<file path="config.mk">
export PLATFORM = sky130hd
export DESIGN_NAME = rf_port_ctrl
export DESIGN_NICKNAME = d
export VERILOG_FILES = /design/src/rtl/rf_port_ctrl.sv
export SDC_FILE = /design/constraint.sdc
export NUM_CORES = 1
export LEC_CHECK = 0
export ABC_AREA = 1
export BUFFER_PORTS_ARGS = -buffer_cell sky130_fd_sc_hd__buf_2
export CAP_MARGIN = 15
export CORE_MARGIN = 10
export CORE_UTILIZATION = 40
export CTS_CLUSTER_DIAMETER = 150
export DETAILED_ROUTE_END_ITERATION = 12
export PLACE_DENSITY = 0.79
export SKIP_LAST_GASP = 1
export SLEW_MARGIN = 10
export SYNTH_ARGS = -nofsm -noshare
export SYNTH_HDL_FRONTEND = slang
export SYNTH_SLANG_ARGS = --single-unit
</file>
<file path="constraint.sdc">
create_clock -name clk -period 1.7 [get_ports clk]
set_input_delay 0 -clock clk [delete_from_list [all_inputs] [get_ports clk]]
set_output_delay 0 -clock clk [all_outputs]
set_load 0.005 [all_outputs]
</file>
<file path="src/rtl/rf_port_ctrl.sv">
// Register-file port controller: clears all 32 registers after reset, then
// arbitrates the write port between the pipeline write-back and a debug monitor,
// and steals read port 1 for debug reads while the CPU is halted.
module rf_port_ctrl (
    input  logic        clk,
    input  logic        rst_n,
    // pipeline write-back request
    input  logic        wb_wen,
    input  logic [4:0]  wb_wadr,
    input  logic [31:0] wb_wdata,
    // pipeline read address, port 1
    input  logic [4:0]  id_radr1,
    // high while the pipeline executes
    input  logic        cpu_run,
    // debug-monitor access
    input  logic        dbg_req,
    input  logic        dbg_we,
    input  logic [4:0]  dbg_adr,
    input  logic [31:0] dbg_wdata,
    output logic        dbg_ack,
    output logic [31:0] dbg_rdata,
    // register-file write port
    output logic        ram_wen,
    output logic [4:0]  ram_wadr,
    output logic [31:0] ram_wdata,
    // register-file read port 1 (address registered inside the RAM)
    output logic [4:0]  ram_radr1,
    input  logic [31:0] ram_rdata1,
    output logic        init_done
);

    typedef enum logic [1:0] {
        INIT    = 2'd0,
        IDLE    = 2'd1,
        DBG_RD  = 2'd2,
        DBG_ACK = 2'd3
    } state_e;

    state_e      state_q, state_d;
    logic [4:0]  cnt_q, cnt_d;
    logic        init_done_q, init_done_d;
    logic [31:0] dbg_rdata_q, dbg_rdata_d;

    logic        wen_c;
    logic [4:0]  wadr_c;
    logic [31:0] wdata_c;
    logic [4:0]  radr_c;

    // State, clear counter, init flag and captured debug read data.
    always_ff @(posedge clk or negedge rst_n) begin
        if (!rst_n) begin
            state_q     <= INIT;
            cnt_q       <= 5'd0;
            init_done_q <= 1'b0;
            dbg_rdata_q <= 32'd0;
        end else begin
            state_q     <= state_d;
            cnt_q       <= cnt_d;
            init_done_q <= init_done_d;
            dbg_rdata_q <= dbg_rdata_d;
        end
    end

    // Next-state decode and write/read port steering.
    always_comb begin
        state_d     = state_q;
        cnt_d       = cnt_q;
        init_done_d = init_done_q;
        dbg_rdata_d = dbg_rdata_q;
        wen_c       = 1'b0;
        wadr_c      = wb_wadr;
        wdata_c     = wb_wdata;
        radr_c      = id_radr1;

        case (state_q)
            INIT: begin
                // Sweep every address with zero; pipeline and debug are ignored.
                wen_c   = 1'b1;
                wadr_c  = cnt_q;
                wdata_c = 32'd0;
                cnt_d   = cnt_q + 5'd1;
                if (cnt_q == 5'd31) begin
                    state_d     = IDLE;
                    init_done_d = 1'b1;
                end
            end
            IDLE: begin
                wen_c = wb_wen && (wb_wadr != 5'd0);
                if (dbg_req && !cpu_run) begin
                    if (dbg_we) begin
                        // A debug write only goes when the pipeline leaves the port free.
                        if (!wb_wen) begin
                            wen_c   = (dbg_adr != 5'd0);
                            wadr_c  = dbg_adr;
                            wdata_c = dbg_wdata;
                            state_d = DBG_ACK;
                        end
                    end else begin
                        // Read address is latched by the RAM this cycle; data arrives in DBG_RD.
                        radr_c  = dbg_adr;
                        state_d = DBG_RD;
                    end
                end
            end
            DBG_RD: begin
                wen_c       = wb_wen && (wb_wadr != 5'd0);
                dbg_rdata_d = ram_rdata1;
                state_d     = DBG_ACK;
            end
            DBG_ACK: begin
                wen_c   = wb_wen && (wb_wadr != 5'd0);
                state_d = IDLE;
            end
            default: begin
                state_d = INIT;
            end
        endcase

        // Keep the RAM quiet while reset is held, even though state already reads INIT.
        if (!rst_n) begin
            wen_c   = 1'b0;
            wadr_c  = 5'd0;
            wdata_c = 32'd0;
            radr_c  = id_radr1;
        end
    end

    assign ram_wen   = wen_c;
    assign ram_wadr  = wadr_c;
    assign ram_wdata = wdata_c;
    assign ram_radr1 = radr_c;
    assign dbg_ack   = (state_q == DBG_ACK);
    assign dbg_rdata = dbg_rdata_q;
    assign init_done = init_done_q;

endmodule

</file>
## Yosys cells after proc, flatten, opt, wreduce, memory -nomap -nowiden

Cells that the tools add are included.

| storage, ports and cells | value |
|---|---|
| input port bits | 117 |
| register bits after elaboration | 40 |
| output and inout bits | 77 |

| cells by class | value |
|---|---|
| equal/unequal tests | 7 |
| reduce and logical (&&, ||, !) cells | 9 |
| $add $sub $neg | 1 |
| multiplexer cells | 24 |

Operator list:

| kind | count |
|---|---|
| $mux W32 | 4 |
| $pmux W32 S2 | 1 |
| $mux W5 | 8 |
| $pmux W5 S2 | 1 |
| $reduce_bool A5 Y1 | 2 |
| $mux W2 | 4 |
| $pmux W2 S4 | 1 |
| $add A5 B1 Y5 const B | 1 |
| $eq A5 B5 Y1 const B | 1 |
| $eq A2 B2 Y1 const B | 2 |
| $mux W1 | 4 |
| $ne A2 B2 Y1 const B | 2 |
| $ne A3 B3 Y1 const B | 1 |
| $pmux W1 S3 | 1 |
| $reduce_and A3 Y1 | 1 |
| $eq A2 B1 Y1 const B | 1 |
| $logic_and A1 B1 Y1 | 2 |
| $logic_not A2 Y1 | 1 |
| $reduce_and A2 Y1 | 1 |
| $reduce_or A2 Y1 | 1 |
| $logic_not A1 Y1 | 1 |

## Depth between registers and ports, before layout

Gate-level depths: netlist of run 1.

| logic depth | value |
|---|---|
| depth after elaboration | 7 |
| depth in mapped cells | 9 |

## Least setup slack after synthesis of run 1

OpenSTA, ideal clock, no wires.

| path | value |
|---|---|
| path type | reg-to-reg |
| from | register cnt_q[0] |
| to | register state_q[0] |
| data required time | 1.613 ns |
| arrival | 1.390 ns |
| path buffers | 0 |
| period minus slack after synthesis | 1.477 ns |
| path slack | 0.223 ns |
| cell stages (with the launch flop) | 8 |
| cells stage by stage | dfrtp_1 -> ha_1 -> and3_1 -> ha_1 -> or2_0 -> nand3_1 -> nor2_1 -> a22oi_1 |

| between the ends | value |
|---|---|
| longest elaborated chain between the ends | 3 |

RTL lines:

| what | RTL line | source |
|---|---|---|
| start: declaration | 40 | `logic [4:0] cnt_q, cnt_d;` |
| start signal: assignment | 58 | `cnt_q <= cnt_d;` |
| $eq A5 B5 Y1 | 82 | `if (cnt_q == 5'd31) begin` |
| $ne A2 B2 Y1 (no source line) | -- |  |
| $reduce_and A3 Y1 (no source line) | -- |  |
| end signal: assignment | 57 | `state_q <= state_d;` |
| end: declaration | 39 | `state_e state_q, state_d;` |

Every way passes these cells.
A chain may end at the register's enable or synchronous reset.

## Worst setup path in the final report of run 1

| path | value |
|---|---|
| from | register state_q[0] |
| to | output port ram_wdata[15] |

| between the ends | value |
|---|---|
| longest elaborated chain between the ends | 3 |

RTL lines:

| what | RTL line | source |
|---|---|---|
| $eq A2 B1 Y1 or $logic_not A2 Y1 (tied branches) | 75 | `case (state_q)` |
| $pmux W32 S2 * | 75 |  |
| $mux W32 * | 120 | `if (!rst_n) begin` |
| end: declaration | 25 | `output logic [31:0] ram_wdata,` |

Mark *: on every way between the ends. The rest lies on a longest branch, timed or not.

==> implementation parameters, run 1 <==
Parameter                              Value

Pwr
  Switching share of total power ... between 40% and 50%
  Sequential group share of total power ... 28.5%
  Clock power share ... under 10%
  Leakage Power ... approximately 2.2 nW
  Combinational power share ... 61.7%
  Psw ... 2.46 mW
  Cell internal power dissipation ... ~3.6 mW
  Largest voltage drop on the vdd net ... between 0.9 and 1 mV
  Power density over the cells ... around 1400 nW/um^2

CTS
  Clock tree from TritonCTS ... done
  Deepest clock path buffer count ... 2
  Root buffer cell ... sky130_fd_sc_hd__clkbuf_8
  Insertion delay of the later-clocked pin in the worst-skew pair ... about 0.29 ns
  Clock sink count ... 40
  TritonCTS Buffers ... 5
  CTS HTree Levels ... 2
  Clock transition at the registers of the reported paths ... about 0.07 ns

Critical path
  Terminus of the critical flop-to-flop path ... state_q[0]
  CP bufs+invs ... 4
  FF-to-FF path depth ... 7
  Critical Path, Cell by Cell ... buf_6 > ha_4 > nor2_4 > inv_2 > nand2_4 > clkbuf_16 > nand2_1 > a21oi_2 > buf_2
  Worst Path Class, Setup ... flip-flop to primary output
  Origin of the critical flop-to-flop path ... cnt_q[0]
  Critical path's top delay family ... buffers and inverters
  FF-to-FF setup slack ... between 0.1 and 0.15 ns
  CP max-delay cell ... sky130_fd_sc_hd__dfrtp_1
  Critical-path maximum fanout ... 8
  Data required time of the worst path ... roughly 1.7 ns
  CP endpoint kind ... primary output
  Crit path depth ... 9
  Termination of the worst setup path ... ram_wdata[15]
  Critical Path AT ... 1.78 ns
  Kind of launch point of the worst setup path ... flip-flop
  Worst setup path start ... state_q[0]
  Stage delay of the slowest cell on the critical path ... approximately 0.4 ns

Floorplanning
  Placement Rows ... 29
  Height of the die ... 102 um
  Die width ... ~100 um
  Area of the placeable core ... around 6500 sq um
  Starting Density ... around 42%
  Die Area ... 10500 sq um
  I/O pins ... 194

Synthesis
  Count of state elements after synthesis ... 40
  Cell area after synthesis ... roughly 2700 sq um
  Cell variety after synth ... 30
  Cells after synthesis ... 298
  Avg Inst Size Synth ... between 9 and 10 sq um
  Largest area contributor in the synthesized netlist ... sky130_fd_sc_hd__dfrtp_1
  Fraction of synthesized cell area taken by the top area cell type ... between 30% and 40%
  Sequential-to-total area share from yosys stat ... approximately 37%
  Top post-synthesis cells by area ... sky130_fd_sc_hd__dfrtp_1 (37%), sky130_fd_sc_hd__mux2_2 (13%), sky130_fd_sc_hd__nand2_1 (8.4%)
  Syn_nets ... 422
  Yosys Warn Count ... 0

STA
  Final worst-path cycle share ... 104%
  Endpoints failing setup ... 33
  Worst Skew ... 0.00268 ns
  Count of final max-slew check failures ... 0
  RSZ-0062 raised after global routing ... yes
  Final number of hold-violating endpoints ... 0
  Final-layout worst hold slack ... 0.125 ns
  Fmax ... around 560 MHz
  Final worst setup slack ... -0.0765 ns
  Worst slew margin relative to its limit ... 64.7%
  Slew of the pin with the lowest slew margin ... roughly 0.53 ns
  Time the worst path needs with I/O delays and setup ... 1.78 ns

Min path
  Worst hold-check path type ... input pin to flip-flop

Route
  DRC ... 0
  DRT Wirelength ... between 10 and 15 mm
  Wirelength per Cell ... 18.0 um
  Vias per cell ... ~5.0
  Vias ... 3045
  DRC violation total after the first TritonRoute iteration ... 90
  Count of antenna-violating nets left after detailed routing ... 0
  Detailed Routing Iterations Pass 1 ... 4

Placed design
  Post-placement cell count ... 556
  Detailed-placement wirelength estimate ... between 7 and 8 mm
  Number of input and output port buffers inserted ... around 190
  Final weighted congestion of routability-driven global placement ... a little under 0.9

Status
  Violations in the final reports ... negative setup slack
  Result of the run ... complete, but fails checks

Global routing
  Overall global routing resource usage ... between 10% and 20%
  Total grt overflow ... 0
  Number of global-route vias before repair ... between 3000 and 4000
  Initial antenna violation count ... 1
  Wire length of the first global-routing pass ... roughly 16 mm
  Largest net degree at the start of global routing ... 41

Layout
  Final Instance Count excl. Fillers ... around 600
  Final net count ... about 650
  Layout overhead on the synthesized area ... 59.0%
  Utilization after layout ... 66.9%
  Most frequent cells in the layout ... sky130_fd_sc_hd__buf_2 (193), sky130_fd_sc_hd__nand2_1 (55), sky130_fd_sc_hd__dfrtp_1 (40)
  Commonest non-fill, non-tap cell in the layout ... sky130_fd_sc_hd__buf_2
  Layout cell share with drive strength beyond 1 ... 59.4%

Run
  Max-Cap Viols ... 0
per-stage QoR:
| step | total power, mW | setup TNS (ns) | worst slack (ns) | instance area (sq um) |
|---|---|---|---|---|
| final | 6.05 | -1.67 | -0.0765 | 4320 |
| after floorplan | 3.59 | 0 | 0.223 | 2720 |
| after global routing | 6.55 | -5.31 | -0.182 | 4320 |
| after global placement | 4.75 | 0 | 0.169 | 3740 |
| after detailed placement | 4.88 | 0 | 0.109 | 3740 |
| after CTS | 5.67 | -2.14 | -0.101 | 4200 |
flip-flops by register name, summed over array words and instances, names as in the netlist:
signal     cells
cnt_q          5
dbg_rdata     32
init_done      1
state_q        2
timing repair:
item / in CTS / in global routing
gates resized for setup: 4 / 16
endpoints found under the hold margin: 72 / 0
hold buffers: 33 / 0
gates cloned: 0 / 3
setup endpoints to repair: 43 / 45
buffers inserted: 3 / 0
pin swaps: 1 / 5
worst min-delay path by stage:
stage          depth (start not counted)  slack, ns          to    from
2_1_floorplan                          0      -0.30    cnt_q[0]   rst_n
5_1_grt                                3       0.16  state_q[0]  dbg_we
4_1_cts                                3       0.10  state_q[0]  dbg_we
6_report                               3       0.12  state_q[0]  dbg_we
3_5_place_dp                           2       0.14    cnt_q[2]   rst_n
3_3_place_gp                           2       0.13   init_done   rst_n
synthesized netlist by cell type:
cell and n:
sky130_fd_sc_hd__nand2_1 61, sky130_fd_sc_hd__dfrtp_1 40, sky130_fd_sc_hd__mux2_2 32, sky130_fd_sc_hd__nand3_1 22, sky130_fd_sc_hd__a21oi_1 20, sky130_fd_sc_hd__a21oi_2 20
sky130_fd_sc_hd__nand3_2 20, sky130_fd_sc_hd__inv_1 19, sky130_fd_sc_hd__buf_2 9, sky130_fd_sc_hd__ha_1 7, sky130_fd_sc_hd__o21ai_0 7, sky130_fd_sc_hd__buf_4 6
sky130_fd_sc_hd__nor2_1 6, sky130_fd_sc_hd__a22oi_1 5, sky130_fd_sc_hd__nand2_2 4, sky130_fd_sc_hd__buf_12 2, sky130_fd_sc_hd__clkbuf_1 2, sky130_fd_sc_hd__inv_2 2
sky130_fd_sc_hd__nor2_4 2, sky130_fd_sc_hd__xor2_1 2, sky130_fd_sc_hd__a21o_1 1, sky130_fd_sc_hd__and3_1 1, sky130_fd_sc_hd__buf_1 1, sky130_fd_sc_hd__buf_6 1
sky130_fd_sc_hd__inv_4 1, sky130_fd_sc_hd__nand4_1 1, sky130_fd_sc_hd__nand4_2 1, sky130_fd_sc_hd__or2_0 1, sky130_fd_sc_hd__or2_2 1, sky130_fd_sc_hd__xnor2_1 1
layer usage:
layer	part of all wire [%]	routed length [um]	vias to the layer above	track usage, %
met4	1.5	165	0	5.64
li1	-	-	1451	-
met1	35	3800	1427	19.8
met2	49	5290	156	31.8
met5	0	0	-	0
met3	15	1590	11	10.1
layout make-up:
type | instances | area (sq um)
sequential | 40 | 1000
tap | 77 | 96.3
clock inverter | 1 | 5.00
fill | 497 | 2140
antenna | 1 | 2.50
clock buffer | 6 | 72.6
inverter | 22 | 85.1
timing repair buffer | 241 | 1510
multi-input combinational | 215 | 1550
power by group through the flow:
stage | Combinational, mW | Sequential, mW | Clock (mW)
6_report | 3.74 | 1.72 | 0.593
3_3_place_gp | 3.08 | 1.68 | 0
5_1_grt | 4.12 | 1.78 | 0.649
2_1_floorplan | 1.87 | 1.72 | 0
3_5_place_dp | 3.16 | 1.72 | 0
4_1_cts | 3.35 | 1.71 | 0.611
logic make-up after synthesis:
family	Yosys count	share of synthesized area (%)
AND/OR/NAND/NOR	120	23.8
AO/OA/AOI/OAI	53	13.1
buffers and inverters	43	8.76
flip-flops	40	36.9
multiplexers	32	13.3
adder cells (fa/ha/maj)	7	3.23
XOR/XNOR	3	0.968
tightest hold or removal path, stage by stage:
cell,delay (ns)
sky130_fd_sc_hd__buf_2,0.12
sky130_fd_sc_hd__a21oi_1,0.08
sky130_fd_sc_hd__a22oi_1,0.16
Note: power is estimated with default switching activity, not from simulation.
==> inputs of run 2 (changes only) <==
--- a/config.mk
+++ b/config.mk
@@ -8,11 +8,13 @@
 export ABC_AREA = 1
 export BUFFER_PORTS_ARGS = -buffer_cell sky130_fd_sc_hd__buf_2
 export CAP_MARGIN = 15
+export CELL_PAD_IN_SITES_DETAIL_PLACEMENT = 0
+export CELL_PAD_IN_SITES_GLOBAL_PLACEMENT = 1
 export CORE_MARGIN = 10
-export CORE_UTILIZATION = 40
+export CORE_UTILIZATION = 28
 export CTS_CLUSTER_DIAMETER = 150
 export DETAILED_ROUTE_END_ITERATION = 12
-export PLACE_DENSITY = 0.79
+export PLACE_DENSITY_LB_ADDON = 0.1
 export SKIP_LAST_GASP = 1
 export SLEW_MARGIN = 10
 export SYNTH_ARGS = -nofsm -noshare
==> run 2 against run 1 <==
Net effect:
- the run still ends with negative setup slack left
- clock-buffer cell count is 1 higher
- utilization shrank 18 points
- die area is 34% higher
- critical path type unchanged
- highest routed layer unchanged
==> implementation parameters, run 2 (synthesis results as in run 1) <==
Parameter                              Value

Min path
  Worst hold-check path type ... input pin to flip-flop
  WHS Path Cells ... 3 (unchanged)
  Worst min-delay path startpoint ... dbg_we
  Hold endpoint ... state_q[0]

CTS
  CTS HTree Levels ... 2 (unchanged)
  Insertion delay of the later-clocked pin in the worst-skew pair ... 0.29 ns (about the same)
  Deepest clock path buffer count ... 2 (unchanged)
  Clock tree from TritonCTS ... done
  TritonCTS Buffers ... 5 (unchanged)
  Clock transition at the registers of the reported paths ... 0.08 ns (about the same)
  Clock sink count ... 40 (unchanged)
  Root buffer cell ... sky130_fd_sc_hd__clkbuf_8

Run
  Max-Cap Viols ... 0 (unchanged)

Critical path
  FF-to-FF setup slack ... 0.11 ns (-0.02 ns)
  Critical Path AT ... 1.76 ns (-0.02 ns)
  Kind of launch point of the worst setup path ... flip-flop
  Data required time of the worst path ... 1.70 ns (about the same)
  CP endpoint kind ... primary output
  Critical Path, Cell by Cell ... buf_6 > ha_4 > nor2_4 > inv_4 > nand2_8 > clkbuf_16 > nand2_1 > a21oi_2 > buf_2
  Terminus of the critical flop-to-flop path ... state_q[0]
  Critical-path maximum fanout ... 8 (unchanged)
  Origin of the critical flop-to-flop path ... cnt_q[0]
  Stage delay of the slowest cell on the critical path ... 0.40 ns (about the same)
  FF-to-FF path depth ... 7 (unchanged)
  CP max-delay cell ... sky130_fd_sc_hd__dfrtp_1
  Worst Path Class, Setup ... flip-flop to primary output

Layout
  Commonest non-fill, non-tap cell in the layout ... sky130_fd_sc_hd__buf_2
  Area taken by multi-input logic gates ... 1600 sq um (+2.9%)
  Number of flip-flops in the largest register ... 32 (unchanged)
  Most frequent cells in the layout ... sky130_fd_sc_hd__buf_2 (193), sky130_fd_sc_hd__nand2_1 (53), sky130_fd_sc_hd__dfrtp_1 (40)
  Register Area ... 1000 sq um (unchanged)
  Final net count ... 658 (+1.4%)
  Final Instance Count excl. Fillers ... 664 (+10%)
  Layout overhead on the synthesized area ... 67.6%
  Fillers ... 935 (+88%)
  Antenna cell count ... 0 (-1)
  Layout cell share with drive strength beyond 1 ... 60.9% (+1.5 points)

Floorplanning
  Die width ... 118 um (+16%)
  Starting Density ... 29.1% (-13 points)
  I/O pins ... 194 (unchanged)
  Die Area ... 14000 sq um (+34%)
  Area of the placeable core ... 9330 sq um (+44%)
  Height of the die ... 118 um (+16%)
  Placement Rows ... 35 (+21%)

Global routing
  Wire length of the first global-routing pass ... 16.8 mm (+5.4%)
  Overall global routing resource usage ... 14.1% (-4.6 points)
  Initial antenna violation count ... 0 (-1)
  Number of global-route vias before repair ... 3133 (+1.4%)
  Largest net degree at the start of global routing ... 41 (unchanged)
  Total grt overflow ... 0 (unchanged)

Route
  DRC violation total after the first TritonRoute iteration ... 136 (+51%)
  Detailed Routing Iterations Pass 1 ... 6 (+2)
  Wirelength per Cell ... 16.0 um (-11%)
  Vias ... 2952 (-3.1%)
  DRC ... 0 (unchanged)
  Count of antenna-violating nets left after detailed routing ... 0 (unchanged)
  DRT Wirelength ... 10.6 mm (-2.4%)
  Vias per cell ... 4.45 (-12%)

Pwr
  Overall power ... 6.51 mW (+7.6%)
  Largest voltage drop on the vdd net ... 0.967 mV (-1.7%)
  Power density over the cells ... 1430 nW/um^2 (+2.1%)
  Leakage Power ... 2.29 nW (+3.7%)

STA
  Final worst setup slack ... -0.0612 ns (+0.0153 ns)
  Count of final max-slew check failures ... 0 (unchanged)
  Endpoints failing setup ... 32 (-3.0%)
  Worst slew margin relative to its limit ... 63.5% (-1.2 points)
  Slew of the pin with the lowest slew margin ... 0.547 ns (+0.0181 ns)
  Final worst-path cycle share ... 104% (-0.90 points)
  Fmax ... 568 MHz (+0.87%)
  Setup total negative slack ... -1.17 ns (+0.496 ns)
  Time the worst path needs with I/O delays and setup ... 1.76 ns (-0.0153 ns)
  Worst Skew ... 0.00553 ns (+0.00285 ns)
  Final number of hold-violating endpoints ... 0 (unchanged)
  RSZ-0062 raised after global routing ... yes

Placed design
  Post-placement cell count ... 612 (+10%)
  Number of input and output port buffers inserted ... 193 (unchanged)
  Post-place setup slack ... 0.110 ns (+0.000896 ns)
  Detailed-placement wirelength estimate ... 7.99 mm (+2.9%)
  Final weighted congestion of routability-driven global placement ... 0.732 (-18%)

Status
  Result of the run ... complete, but fails checks
  Violations in the final reports ... negative setup slack
==> run 2: layer usage <==
| layer | GRT usage, % | up-vias | routed length (um) | part of all wire [%] |
|---|---|---|---|---|
| li1 | - | 1477 | - | - |
| met1 | 16.3 | 1336 | 4300 | 41 |
| met2 | 24.5 | 131 | 5190 | 49 |
| met3 | 5.28 | 8 | 1040 | 9.8 |
| met4 | 2.75 | 0 | 70 | 0.66 |
| met5 | 0 | - | 0 | 0 |
==> run 2: through the flow <==
step                      area (sq um)  hold slack, ns  util [%]
after floorplan                   2720          -0.296         -
after global placement            3830           0.166      41.0
after detailed placement          3830           0.168      41.0
after CTS                         4380           0.109      46.9
after global routing              4550           0.124      48.8
final                             4550           0.123      48.8
==> run 2: worst max-delay path: cells and delay by family, from the launching register on <==
| family | cells | cell delay, ns |
|---|---|---|
| buffers and inverters | 4 | 0.49 |
| flip-flops | 1 | 0.40 |
| AND/OR/NAND/NOR | 3 | 0.29 |
| adder cells (fa/ha/maj) | 1 | 0.18 |
| AO/OA/AOI/OAI | 1 | 0.11 |
==> run 2: report_power, final <==
part | total (mW) | switching, mW | leakage, nW | internal [mW]
registers | 1.68 | 0.252 | 0.478 | 1.43
logic | 3.98 | 1.92 | 1.75 | 2.07
clock network | 0.846 | 0.328 | 0.0645 | 0.518
total | 6.51 | 2.49 | 2.29 | 4.02
==> run 2: final cells by class <==
cell class | instances | share of cell area (%)
multi-input combinational | 215 | 35.0
timing repair buffer | 250 | 34.7
sequential | 40 | 22.0
tap | 129 | 3.55
clock buffer | 7 | 2.12
inverter | 22 | 1.92
clock inverter | 1 | 0.660
==> run 2: worst max path at each step <==
stage | cells after the start | to | start
2_1_floorplan | 7 | state_q[0] | cnt_q[0]
3_3_place_gp | 7 | state_q[0] | cnt_q[0]
3_5_place_dp | 7 | state_q[0] | cnt_q[0]
4_1_cts | 9 | ram_wdata[7] | state_q[0]
5_1_grt | 9 | ram_wdata[0] | state_q[0]
6_report | 9 | ram_wdata[19] | state_q[0]
==> run 2: repair_timing <==
| action | CTS | global route |
|---|---|---|
| hold buffers | 33 | 0 |
| endpoints found under the hold margin | 72 | 0 |
| resized for setup | 8 | 29 |
| setup buffers | 4 | 4 |
| pin swaps | 0 | 12 |
| cloned | 1 | 2 |
| setup endpoints to repair | 43 | 43 |
